<file path="src/rtl/matrix_loader_pkg.sv">
// Shared constants and FSM state type for the matrix loader and the feeder it drives.
package matrix_loader_pkg;

   localparam int unsigned NUM_ELEMS  = 4;
   localparam int unsigned LAST_CYCLE = 5;

   // Window of compute_cycles values during which output_sel steps through results.
   localparam int unsigned SEL_FIRST  = 2;
   localparam int unsigned SEL_LAST   = 5;

   typedef enum logic {
      StLoad    = 1'b0,
      StCompute = 1'b1
   } state_t;

endpackage

</file>
<file path="src/rtl/matrix_loader.sv">
// Byte-serial loader for the weight and input banks, plus the compute-pass sequencer
// that drives en / compute_cycles / output_sel into the feeder.
module matrix_loader #(
   parameter int unsigned NUM_ELEMS  = matrix_loader_pkg::NUM_ELEMS,
   parameter int unsigned LAST_CYCLE = matrix_loader_pkg::LAST_CYCLE
) (
   input  logic                   clk,
   input  logic                   rst_n,
   input  logic                   load_valid,
   input  logic [7:0]             load_data,
   output logic                   load_ready,
   output logic [8*NUM_ELEMS-1:0] weights,
   output logic [8*NUM_ELEMS-1:0] inputs,
   output logic                   en,
   output logic [2:0]             compute_cycles,
   output logic [1:0]             output_sel,
   output logic                   busy,
   output logic [7:0]             pass_count
);
   import matrix_loader_pkg::*;

   localparam int unsigned PTR_W = $clog2(2 * NUM_ELEMS);
   localparam int unsigned IDX_W = PTR_W - 1;

   state_t                        state_q, state_d;
   logic [PTR_W-1:0]              ptr_q;
   logic [NUM_ELEMS-1:0][7:0]     weights_q;
   logic [NUM_ELEMS-1:0][7:0]     inputs_q;
   logic [2:0]                    cycles_q;
   logic [7:0]                    pass_q;

   logic                          accept;
   logic                          last_byte;
   logic                          last_cycle;
   logic [IDX_W-1:0]              idx;

   assign accept     = load_valid && (state_q == StLoad);
   assign last_byte  = (ptr_q == PTR_W'(2 * NUM_ELEMS - 1));
   assign last_cycle = (state_q == StCompute) && (cycles_q == 3'(LAST_CYCLE));
   // Top pointer bit picks the bank, the rest picks the element.
   assign idx        = ptr_q[IDX_W-1:0];

   always_comb begin
      state_d = state_q;
      unique case (state_q)
         StLoad:    if (accept && last_byte) state_d = StCompute;
         StCompute: if (last_cycle)          state_d = StLoad;
         default:                            state_d = StLoad;
      endcase
   end

   always_ff @(posedge clk or negedge rst_n) begin
      if (!rst_n) begin
         state_q <= StLoad;
      end else begin
         state_q <= state_d;
      end
   end

   always_ff @(posedge clk or negedge rst_n) begin
      if (!rst_n) begin
         ptr_q     <= '0;
         weights_q <= '0;
         inputs_q  <= '0;
      end else if (accept) begin
         ptr_q <= ptr_q + PTR_W'(1);
         if (ptr_q[PTR_W-1]) begin
            inputs_q[idx] <= load_data;
         end else begin
            weights_q[idx] <= load_data;
         end
      end
   end

   always_ff @(posedge clk or negedge rst_n) begin
      if (!rst_n) begin
         cycles_q <= '0;
         pass_q   <= '0;
      end else if (state_q == StCompute) begin
         if (last_cycle) begin
            cycles_q <= '0;
            pass_q   <= pass_q + 8'd1;
         end else begin
            cycles_q <= cycles_q + 3'd1;
         end
      end else begin
         cycles_q <= '0;
      end
   end

   always_comb begin
      output_sel = 2'd0;
      if (cycles_q >= 3'(SEL_FIRST) && cycles_q <= 3'(SEL_LAST)) begin
         output_sel = 2'(cycles_q - 3'(SEL_FIRST));
      end
   end

   assign load_ready     = (state_q == StLoad);
   assign en             = (state_q == StCompute);
   assign busy           = (state_q == StCompute);
   assign compute_cycles = cycles_q;
   assign pass_count     = pass_q;
   assign weights        = weights_q;
   assign inputs         = inputs_q;

endmodule

</file>
<file path="config.mk">
export PLATFORM = sky130hd
export DESIGN_NAME = matrix_loader
export DESIGN_NICKNAME = d
export VERILOG_FILES = /design/src/rtl/matrix_loader_pkg.sv /design/src/rtl/matrix_loader.sv
export SDC_FILE = /design/constraint.sdc
export NUM_CORES = 1
export LEC_CHECK = 0
export ABC_AREA = 1
export ABC_CLOCK_PERIOD_IN_PS = 1300
export CAP_MARGIN = 20
export CORE_AREA = 3 3 114 83
export DETAILED_ROUTE_END_ITERATION = 6
export DIE_AREA = 0 0 117 86
export DONT_BUFFER_PORTS = 1
export PLACE_DENSITY = 0.53
export SYNTH_ARGS = -nofsm -noshare
export SYNTH_HDL_FRONTEND = slang
export SYNTH_SLANG_ARGS = --single-unit
</file>
<file path="constraint.sdc">
create_clock -name clk -period 1.3 [get_ports clk]
set_clock_uncertainty 0.05 [all_clocks]
set_input_delay 0.13 -clock clk [delete_from_list [all_inputs] [get_ports clk]]
set_output_delay 0.13 -clock clk [all_outputs]
set_load 0.1 [all_outputs]
</file>
# After elaboration in Yosys (flattened, before gate mapping)
# Index checks and enable logic that the tools add are counted.
[word_totals]
inputBits = 11
output_inout_bits = 80
regBits = 79
[op_classes]
order_cmp = 4
addsub = 4
bitwise_logic = 2
eq_ne = 2
reduce_logical = 8
n_mux = 10
[op_table]
columns = ["operator", "n"]
rows = [
  ["bitwise mux 32 bit", 2],
  ["demux 8 bit (select 2 bit)", 1],
  ["adder 8 x 1 -> 8 bit, second input constant", 1],
  ["two-way mux 8 bit", 1],
  ["adder 3 x 1 -> 3 bit, second input constant", 2],
  ["equality test 3 bit, second input constant", 2],
  ["two-way mux 3 bit", 2],
  ["AND reduction 2 bit", 3],
  ["logical AND 1 bit", 5],
  ["greater-or-equal comparator 3 x 2 -> 1 bit, second input constant", 1],
  ["<= comparator 3 bit, second input constant", 1],
  ["< comparator 2 x 3 -> 1 bit, second input constant", 1],
  ["greater-or-equal comparator 2 x 1 -> 1 bit, second input constant", 1],
  ["two-way mux 1 bit", 2],
  ["two-way mux 2 bit", 1],
  ["inverter 1 bit", 2],
  ["one-hot mux 1 bit (2 select lines)", 1],
  ["subtractor 2 bit, second input constant", 1],
]

# Longest topological paths before layout
# Gate-level depths: netlist (run 1).
[depth]
depth_word = 5
ltp_mapped = 8
depth_no_buf = 8

# Worst setup path before layout (run 1)
# No wires, ideal clock.
[synth_timing]
kind = "flip-flop to output port"
from = "reg cycles_q[0] (netlist: compute_cycles[0])"
to = "out output_sel[0]"
t_arrival_ns = 2.807
n_path_buf = 0
slack_ns = -1.687
path_stages_with_launch = 6
required_time_ns = 1.120
path_cell_list = "dfrtp_1 > ha_1 > nand2_1 > o211ai_1 > nand2_1 > nor2_1"
[synth_via]
elab_chain_len = 3
[synth_lines]
columns = ["item", "line_no", "source"]
rows = [
  ["from (decl)", "matrix_loader.sv:29", "logic [2:0] cycles_q;"],
  ["from (signal assigned)", "matrix_loader.sv:84", "cycles_q <= cycles_q + 3'd1;"],
  ["greater-or-equal comparator 3 x 2 -> 1 bit or <= comparator 3 bit (tied branches)", "matrix_loader.sv:93", "if (cycles_q >= 3'(SEL_FIRST) && cycles_q <= 3'(SEL_LAST)) begin"],
  ["logical AND 1 bit", "matrix_loader.sv:93", ""],
  ["two-way mux 2 bit (*)", "matrix_loader.sv:93", ""],
  ["to (decl)", "matrix_loader.sv:16", "output logic [1:0] output_sel,"],
]
# Mark *: on every way between the ends. The rest lies on a longest branch, timed or not.

# Worst setup path after layout (run 1)
[layout_timing]
from = "reg cycles_q[1] (netlist: compute_cycles[1])"
to = "out output_sel[0]"
[layout_via]
elab_chain_len = 3
[layout_lines]
columns = ["item", "line_no"]
rows = [
  ["greater-or-equal comparator 3 x 2 -> 1 bit or <= comparator 3 bit (tied branches)", "matrix_loader.sv:93"],
  ["logical AND 1 bit (*)", "matrix_loader.sv:93"],
  ["two-way mux 2 bit (*)", "matrix_loader.sv:93"],
]
# Marks and branches as above.

==> impl_metrics.json, run 1 <==
{
  "first_iter_violations": 112,
  "max_freq_mhz": 567,
  "ys_top_cells_by_count": "86 x nand2_1, 79 x dfrtp_1, 59 x o21ai_0",
  "multiInputGateArea_sq_mm": 0.00162,
  "top_layer": "met4",
  "worst-setup-path-type": "flip-flop to output port",
  "cts_num_sinks": 79,
  "netlist_instances": 311,
  "yosysSeqAreaShare_pct": 62.5,
  "drive_gt1_share_pct": 57.8,
  "final_util_pct": 59.2,
  "yosysTopAreaCell": "dfrtp_1",
  "ctsLongestPathBuffers": 2,
  "hp-class": "primary input to asynchronous set/reset pin",
  "synth_top_area_share_pct": 62.5,
  "drt-total-wl_um": 8720,
  "async_flop_share_pct": 100,
  "syn_nets": 331,
  "grt_pass1_wl_um": 13600,
  "drc": 0,
  "synth_edf_count": 0,
  "die_w_um": 117,
  "cts_buffers": 9,
  "initial_core_util_pct": 37.6,
  "drv_slew": 0,
  "grtUsageTotal_pct": 17.9,
  "via_per_inst": 4.91,
  "dpl_worst_slack_ns": -0.168,
  "antennaDiodeCount": 0,
  "maxSlewHeadroom_pct": 63.6,
  "stdcell_count": 524,
  "die_h_um": 86,
  "synth_top_family_by_area": "simple AND/OR/NAND/NOR gates",
  "synth-simple-area-share_pct": 15.7,
  "synth_xor_area_share_pct": 1.66,
  "route.met2.wl_um": 3900,
  "finalWeightedCongestion": 0.802,
  "cp-end-kind": "output port",
  "grt_max_degree": 80,
  "insertion_delay_ns": 0.33,
  "portBuffers": 0,
  "n_fill_cell": 727,
  "post_synth.cell_area_avg_sq_um": 10.2,
  "hpwl_um": 5340,
  "post-route-period-util_pct": 136,
  "cap_violations": 0,
  "status": "finished, violations left",
  "gr-total-overflow": 0,
  "wl_per_cell_um": 16.6,
  "cts_tree": "built",
  "row_count": 28,
  "failed_checks": "negative hold slack, negative setup slack",
  "dr_wl_met3_um": 559,
  "syn_area_sq_mm": 0.00316,
  "area_delta_synth_final_pct": 57.2,
  "antenna_found_initial": 0,
  "clk_pin_slew_ns": 0.06,
  "cts_max_level": 3,
  "crit_fanout": 4,
  "setup_viol": 79,
  "cp-start-kind": "flip-flop",
  "hold_ws_ns": -0.560,
  "grt_pass1_vias": 2423,
  "die_area_sq_mm": 0.0101,
  "wl_met1_um": 4200,
  "cts-root-buf": "clkbuf_16",
  "synth_cell_types": 19,
  "synthTopCellsByArea": "dfrtp_1 63%, nand2_1 10%, o21ai_0 9.3%, ha_1 3.6%, buf_6 2.8%",
  "ys_ff_latch": 79,
  "synth_warnings": 0,
  "worst_pin_slew_ns": 0.545,
  "fin_nets": 434,
  "core_area_sq_mm": 0.00841,
  "post-route-min-period_ns": 1.76,
  "ant_nets": 0,
  "yosys.cell_count.top_type": "nand2_1",
  "rsz0062_at_grt": "true",
  "synthAdderAreaFrac_pct": 3.56,
  "critPathArrivalTime_ns": 1.58,
  "synthMuxAreaShare_pct": 0,
  "fin_ws_ns": -0.465,
  "vias": 2575,
  "firstDrtPassIters": 4,
  "placed_cells_incl_taps": 496,
  "ios": 91,
  "layout.area.seq_sq_mm": 0.00200,
  "ys.flop_type": "dfrtp_1",
  "hold_violations": 79,
  "synth_compound_area_share_pct": 10.7,
  "worstPathRequired_ns": 1.12
}
==> registers in the layout, summed over array words and instances (netlist names) <==
name and count:
ptr_q 3, pass_count 8, compute_cycles 3, busy 1
weights 32, inputs 32
==> cells in the final DEF (no fill, tap or decap) <==
cell type and count:
dfrtp_4 3, buf_4 83, clkinv_2 1, buf_6 2
nor2_1 6, ha_2 1, buf_12 7, nand3b_1 1
nand2_2 54, o21ai_2 27, inv_12 1, ha_4 4
nor2_4 5, nand3_1 7, clkbuf_1 2, inv_1 21
nor2_2 2, nand2_1 21, clkbuf_16 9, nand2_4 18
o211ai_1 1, ha_1 4, dfrtp_1 68, xor2_1 5
o21ai_0 2, inv_2 2, clkbuf_8 2, xnor2_1 1
nand2_8 10, o21ai_1 37, dfrtp_2 8, bufinv_16 2
buf_8 1, nor3_1 1
==> worst max-delay path, cell delays in order (launching register included) <==
cell and delay (ns):
dfrtp_4 0.48, buf_4 0.17, o211ai_1 0.18, nand2_2 0.12, nor2_4 0.12, buf_12 0.18
==> worst paths after layout <==
check                                             from                   endpoint  slack (ns)  cells after the start
max                        compute_cycles[1]$_DFF_PN0_              output_sel[0]       -0.46                      5
min                                              rst_n  pass_count[6]$_DFFE_PN0P_       -0.56                      0
max reg2reg                compute_cycles[1]$_DFF_PN0_  pass_count[6]$_DFFE_PN0P_       -0.19                      7
min reg2reg                    weights[28]$_DFFE_PN0P_    weights[28]$_DFFE_PN0P_        0.43                      2
max in group asynchronous                        rst_n  pass_count[1]$_DFFE_PN0P_        1.60                      0
min in group clk                            load_valid       ptr_q[0]$_DFFE_PN0P_        0.10                      4
==> routing by layer <==
metal / track usage [%] / vias up
met4: 4.06 / 0
met2: 25.6 / 66
li1: - / 1235
met1: 26.3 / 1265
met5: 0 / -
met3: 6.35 / 9
==> metrics by stage <==
step	TNS, ns	area, sq um	hold slack [ns]
after floorplan	-24.05	3280	-0.216
after global placement	-7.01	4040	-0.213
after detailed placement	-8.02	4040	-0.213
after CTS	-4.95	4710	-0.573
after global routing	-10.70	4970	-0.580
final	-6.57	4970	-0.560
==> logic make-up after synthesis <==
logic type	count (synthesis)
and+or+nand+nor	117
DFF	79
AOI/OAI and AO/OA	67
buffers and inverters	33
adders and majority gates	9
xor gates and xnor gates	6
==> final cells by class <==
cell class	count	area share [%]
multi-input cells	207	32.5
flip-flops and latches	79	40.2
clock buffers	13	5.23
well taps	105	2.64
clock inverters	3	1.31
inverters	24	2.06
repair buffers	93	16.1
==> what timing repair did <==
action	in CTS	in global routing
gates cloned	8	0
setup buffers	3	1
endpoints found under the hold margin	79	79
setup endpoints to repair	79	80
resized for setup	50	77
pin swaps	14	24
Power of run 1 is left out: the tool's default activity adds up to more than one toggle a clock period on the data nets, which glitch-free logic cannot reach.
==> run 2: changes to the inputs <==
--- a/config.mk
+++ b/config.mk
@@ -8,11 +8,12 @@
 export ABC_AREA = 1
 export ABC_CLOCK_PERIOD_IN_PS = 1300
 export CAP_MARGIN = 20
-export CORE_AREA = 3 3 114 83
+export CORE_AREA = 3 3 94 69
 export DETAILED_ROUTE_END_ITERATION = 6
-export DIE_AREA = 0 0 117 86
+export DIE_AREA = 0 0 97 72
 export DONT_BUFFER_PORTS = 1
-export PLACE_DENSITY = 0.53
+export GPL_TIMING_DRIVEN = 0
+export PLACE_DENSITY = 0.73
 export SYNTH_ARGS = -nofsm -noshare
 export SYNTH_HDL_FRONTEND = slang
 export SYNTH_SLANG_ARGS = --single-unit
==> run 2 against run 1 <==
The run still ends with negative hold slack, negative setup slack left. Register-to-register slack got worse by 0.31 ns. First-iteration DRC count decreased by 13%. Critical path depth increased by 1. Via count decreased by 9.7%. Hold slack got worse by 0.025 ns. Critical endpoint unchanged. Sequential share of layout area increased by 8.1 points.
==> impl_metrics.json, run 2 (synthesis gave the netlist of run 1 again) <==
{
  "placed_cells_incl_taps": 386,
  "hpwl_um": 4660,
  "final_area_sq_mm": 0.00432,
  "row_count": 23,
  "firstDrtPassIters": 4,
  "worst_pin_slew_ns": 0.614,
  "cts_hold_buf": 1,
  "antenna_found_initial": 0,
  "area_delta_synth_final_pct": 36.6,
  "cts_buffers": 9,
  "cp-start-kind": "flip-flop",
  "grt_max_degree": 80,
  "hold_ws_ns": -0.585,
  "worst-setup-path-type": "flip-flop to output port",
  "antennaDiodeCount": 0,
  "insertion_delay_ns": 0.35,
  "die_w_um": 97,
  "drive_gt1_share_pct": 62.4,
  "place_area_sq_mm": 0.00338,
  "grtUsageTotal_pct": 23.5,
  "status": "finished, violations left",
  "first_iter_violations": 97,
  "post-route-min-period_ns": 2.20,
  "post-route-period-util_pct": 169,
  "ios": 91,
  "worstPathRequired_ns": 1.12,
  "layout_common_cells": "71 x dfrtp_2, 61 x nand2_1, 51 x o21ai_2",
  "cts_max_level": 3,
  "rsz0062_at_grt": "true",
  "core_area_sq_mm": 0.00567,
  "wl_per_cell_um": 19.0,
  "gr-total-overflow": 0,
  "via_per_inst": 5.49,
  "grt_pass1_wl_um": 12600,
  "fin_nets": 363,
  "finalWeightedCongestion": 0.805,
  "failed_checks": "negative hold slack, negative setup slack",
  "drt-total-wl_um": 8050,
  "fin_ws_ns": -0.896,
  "drc": 0,
  "cts-root-buf": "clkbuf_8",
  "hp-class": "primary input to asynchronous set/reset pin",
  "cts_num_sinks": 79,
  "drv_slew": 0,
  "cap_violations": 0,
  "cts_tree": "built",
  "die_h_um": 72,
  "n_fill_cell": 362,
  "layout_commonest_cell": "dfrtp_2",
  "vias": 2324,
  "ctsLongestPathBuffers": 2,
  "grt_pass1_vias": 2342,
  "initial_core_util_pct": 55.8,
  "cp-end-kind": "output port",
  "clk_pin_slew_ns": 0.08,
  "portBuffers": 0,
  "ant_nets": 0,
  "setup_viol": 83,
  "stdcell_count": 423,
  "max_freq_mhz": 455,
  "maxSlewHeadroom_pct": 58.9,
  "die_area_sq_mm": 0.00698,
  "hold_violations": 79,
  "crit_fanout": 6,
  "critPathArrivalTime_ns": 2.02
}
[run 2: through the flow]
step           util [%]  setup TNS, ns  setup WS (ns)
4_1_cts            72.2         -30.04         -0.916
3_5_place_dp       59.6         -32.82         -0.593
2_1_floorplan         -         -24.05         -0.544
6_report           76.2         -32.73         -0.896
3_3_place_gp       59.6         -31.23         -0.578
5_1_grt            76.2         -37.75         -0.998
[run 2: layer usage]
layer | wire [um] | global-route usage, % | vias up
li1 | - | - | 1066
met1 | 3230 | 28.8 | 1155
met2 | 3930 | 36.9 | 92
met3 | 787 | 11.0 | 11
met4 | 107 | 8.72 | 0
met5 | 0 | 0 | -
[run 2: worst paths after layout]
path,start,endpoint,slack [ns],cells after the start
max in group asynchronous,rst_n,inputs[31]$_DFFE_PN0P_,1.66,0
max,compute_cycles[1]$_DFF_PN0_,output_sel[0],-0.90,6
min reg2reg,ptr_q[1]$_DFFE_PN0P_,ptr_q[1]$_DFFE_PN0P_,0.57,2
min,rst_n,pass_count[5]$_DFFE_PN0P_,-0.59,0
max reg2reg,busy$_DFF_PN0_,inputs[13]$_DFFE_PN0P_,-0.50,8
min in group clk,load_data[5],inputs[21]$_DFFE_PN0P_,0.14,2
[run 2: cell type report]
cell class | count | area [sq um] | area share, %
flip-flops and latches | 79 | 2080 | 48.3
multi-input cells | 199 | 1440 | 33.4
repair buffers | 21 | 249 | 5.76
clock buffers | 11 | 141 | 3.27
plain buffers | 9 | 118 | 2.72
inverters | 24 | 110 | 2.55
well taps | 75 | 93.8 | 2.17
clock inverters | 5 | 81.3 | 1.88
[run 2: critical path, cell delays in order (launching register included)]
cell and delay [ns]:
dfrtp_4 0.65, inv_4 0.12, ha_4 0.13, nand2_2 0.05, o211ai_1 0.11, nand2_2 0.12, nor2_4 0.49
[run 2: repair_timing]
action,CTS,global route
endpoints found under the setup margin,147,84
setup buffers,7,5
resized for setup,140,54
gates cloned,8,0
endpoints found under the hold margin,80,79
pin swaps,4,3
Power of run 2 is left out for the same reason.
==> run 3: changes to the inputs <==
--- a/config.mk
+++ b/config.mk
@@ -6,11 +6,11 @@
 export NUM_CORES = 1
 export LEC_CHECK = 0
 export ABC_AREA = 1
-export ABC_CLOCK_PERIOD_IN_PS = 1300
+export ABC_CLOCK_PERIOD_IN_PS = 1900
 export CAP_MARGIN = 20
-export CORE_AREA = 3 3 94 69
+export CORE_AREA = 2 2 93 68
 export DETAILED_ROUTE_END_ITERATION = 6
-export DIE_AREA = 0 0 97 72
+export DIE_AREA = 0 0 95 70
 export DONT_BUFFER_PORTS = 1
 export GPL_TIMING_DRIVEN = 0
 export PLACE_DENSITY = 0.73
==> constraint.sdc (replaced) <==
create_clock -name clk -period 1.9 [get_ports clk]
set_clock_uncertainty 0.05 [all_clocks]
set_input_delay 0.19 -clock clk [delete_from_list [all_inputs] [get_ports clk]]
set_output_delay 0.19 -clock clk [all_outputs]
set_load 0.1 [all_outputs]
==> run 3 against run 2 <==
The run still ends with negative hold slack, negative setup slack left. Sequential cell count unchanged. Via count decreased by 6.4%. Non-clock buffer count decreased by 19. Global-route usage is 0.47 points lower. First-iteration DRC count decreased by 26%. Utilization decreased by 16 points. Clock-buffer cell count stayed put. Register-to-register slack gained 0.61 ns. Routed wire length is 15% lower. Worst setup slack improved by 0.51 ns. Die area down 4.8%. Largest cell class unchanged. Highest routed layer unchanged.
==> impl_metrics.json, run 3 (synthesis gave the netlist of run 1 again) <==
{
  "status": "finished, violations left",
  "failed_checks": "negative hold slack, negative setup slack",
  "rr_startpoint": "busy$_DFF_PN0_",
  "cts_hold_buf": 1,
  "cts_tree": "built",
  "max_freq_mhz": 436,
  "die_h_um": 70,
  "cp-end-kind": "output port",
  "grt_max_degree": 80,
  "insertion_delay_ns": 0.34,
  "grt_pass1_wl_um": 11400,
  "cts-root-buf": "clkbuf_8",
  "core_area_sq_mm": 0.00592,
  "final.setup.tns_ns": -0.775,
  "path_cells": "inv_4 > ha_4 > nand2_2 > o211ai_1 > nand2_2 > nor2_4",
  "critPathArrivalTime_ns": 2.05,
  "vias": 2175,
  "grt_pass1_vias": 2179,
  "r2r-end": "inputs[14]$_DFFE_PN0P_",
  "cts_num_sinks": 79,
  "cp-start-kind": "flip-flop",
  "portBuffers": 0,
  "hold_ws_ns": -0.515,
  "maxSlewHeadroom_pct": 36.2,
  "drt-total-wl_um": 6870,
  "drv_slew": 0,
  "antennaDiodeCount": 0,
  "crit_start": "compute_cycles[1]$_DFF_PN0_",
  "hold_violations": 79,
  "finalWeightedCongestion": 0.843,
  "gr-total-overflow": 0,
  "drive_gt1_share_pct": 17.0,
  "layout_common_cells": "84 x nand2_1, 70 x dfrtp_1, 59 x o21ai_0",
  "r2r_cells": 7,
  "cap_violations": 0,
  "ff2ff_setup_slack_ns": 0.11,
  "ctsLongestPathBuffers": 2,
  "firstDrtPassIters": 4,
  "cts_buffers": 9,
  "hp-class": "primary input to asynchronous set/reset pin",
  "fin_ws_ns": -0.391,
  "post-route-period-util_pct": 121,
  "grtUsageTotal_pct": 23.0,
  "die_w_um": 95,
  "drc": 0,
  "area_delta_synth_final_pct": 11.7,
  "crit_top_cell": "nand2_2",
  "cpMaxStageDelayCell": "dfrtp_4",
  "post-route-min-period_ns": 2.29,
  "first_iter_violations": 72,
  "max_stage_delay_ns": 0.65,
  "via_per_inst": 5.34,
  "antenna_found_initial": 0,
  "worstPathRequired_ns": 1.66,
  "die_area_sq_mm": 0.00665,
  "fin_nets": 344,
  "initial_core_util_pct": 53.5,
  "crit_fanout": 6,
  "row_count": 24,
  "ant_nets": 0,
  "wl_per_cell_um": 16.9,
  "hpwl_um": 4750,
  "setup_viol": 2,
  "cts_max_level": 3,
  "worst_pin_slew_ns": 0.956,
  "rsz0062_at_grt": "true",
  "layout_commonest_cell": "nand2_1",
  "clk_pin_slew_ns": 0.08,
  "ios": 91,
  "worst-setup-path-type": "flip-flop to output port"
}
[run 3: changes by cell type in the layout (fill, tap and decap cells not counted), moves of 3 or more]
cell     change
dfrtp_2     -65
nand2_2      -9
o21ai_1      -8
dfrtp_1     +67
buf_12       -3
o21ai_0     +59
nand2_4      -5
nand2_8      -9
buf_6       -15
nand2_1     +23
o21ai_2     -51
[run 3: repair_timing]
action	in CTS	in global routing
pin swaps	2	0
setup endpoints to repair	23	14
gates cloned	0	0
buffers inserted	1	0
endpoints found under the hold margin	80	79
gates resized for setup	9	8
[run 3: layout make-up]
cell class	count	area (sq um)
plain buffers	9	97.6
fillers	528	2380
well taps	78	97.6
clock inverters	5	31.3
flip-flops and latches	79	2000
inverters	24	103
repair buffers	2	17.5
clock buffers	11	151
multi-input cells	199	1040
[run 3: worst max-delay path by stage]
stage | slack [ns] | cells past startpoint | to
3_3_place_gp | -0.05 | 6 | output_sel[0]
5_1_grt | -0.46 | 6 | output_sel[0]
6_report | -0.39 | 6 | output_sel[0]
4_1_cts | -0.41 | 6 | output_sel[0]
3_5_place_dp | -0.08 | 6 | output_sel[0]
2_1_floorplan | -0.02 | 6 | output_sel[0]
[run 3: per-stage QoR]
stage	util, %	setup slack (ns)	instance area, sq um	hold slack, ns	instances
floorplan	-	-0.0225	3190	-0.156	311
global placement	55.6	-0.0478	3290	-0.154	389
detailed placement	55.6	-0.0817	3290	-0.154	389
CTS	59.4	-0.413	3520	-0.535	407
global route	59.8	-0.461	3530	-0.554	407
finish	59.8	-0.391	3530	-0.515	407
[run 3: worst max-delay path: cells and delay by family (launching register included)]
kind / cells / cell delay (ns)
AOI/OAI and AO/OA: 1 / 0.13
adders and majority gates: 1 / 0.13
buffers and inverters: 1 / 0.12
DFF: 1 / 0.65
and+or+nand+nor: 3 / 0.68
[run 3: metal layers]
layer  track usage (%)  vias up  share of wire, %
met4              6.76        0              0.98
met5                 0        -                 0
met2              33.6       86                46
met1              30.8     1061                43
met3              10.9        6                10
li1                  -     1022                 -
Power of run 3 is left out for the same reason.
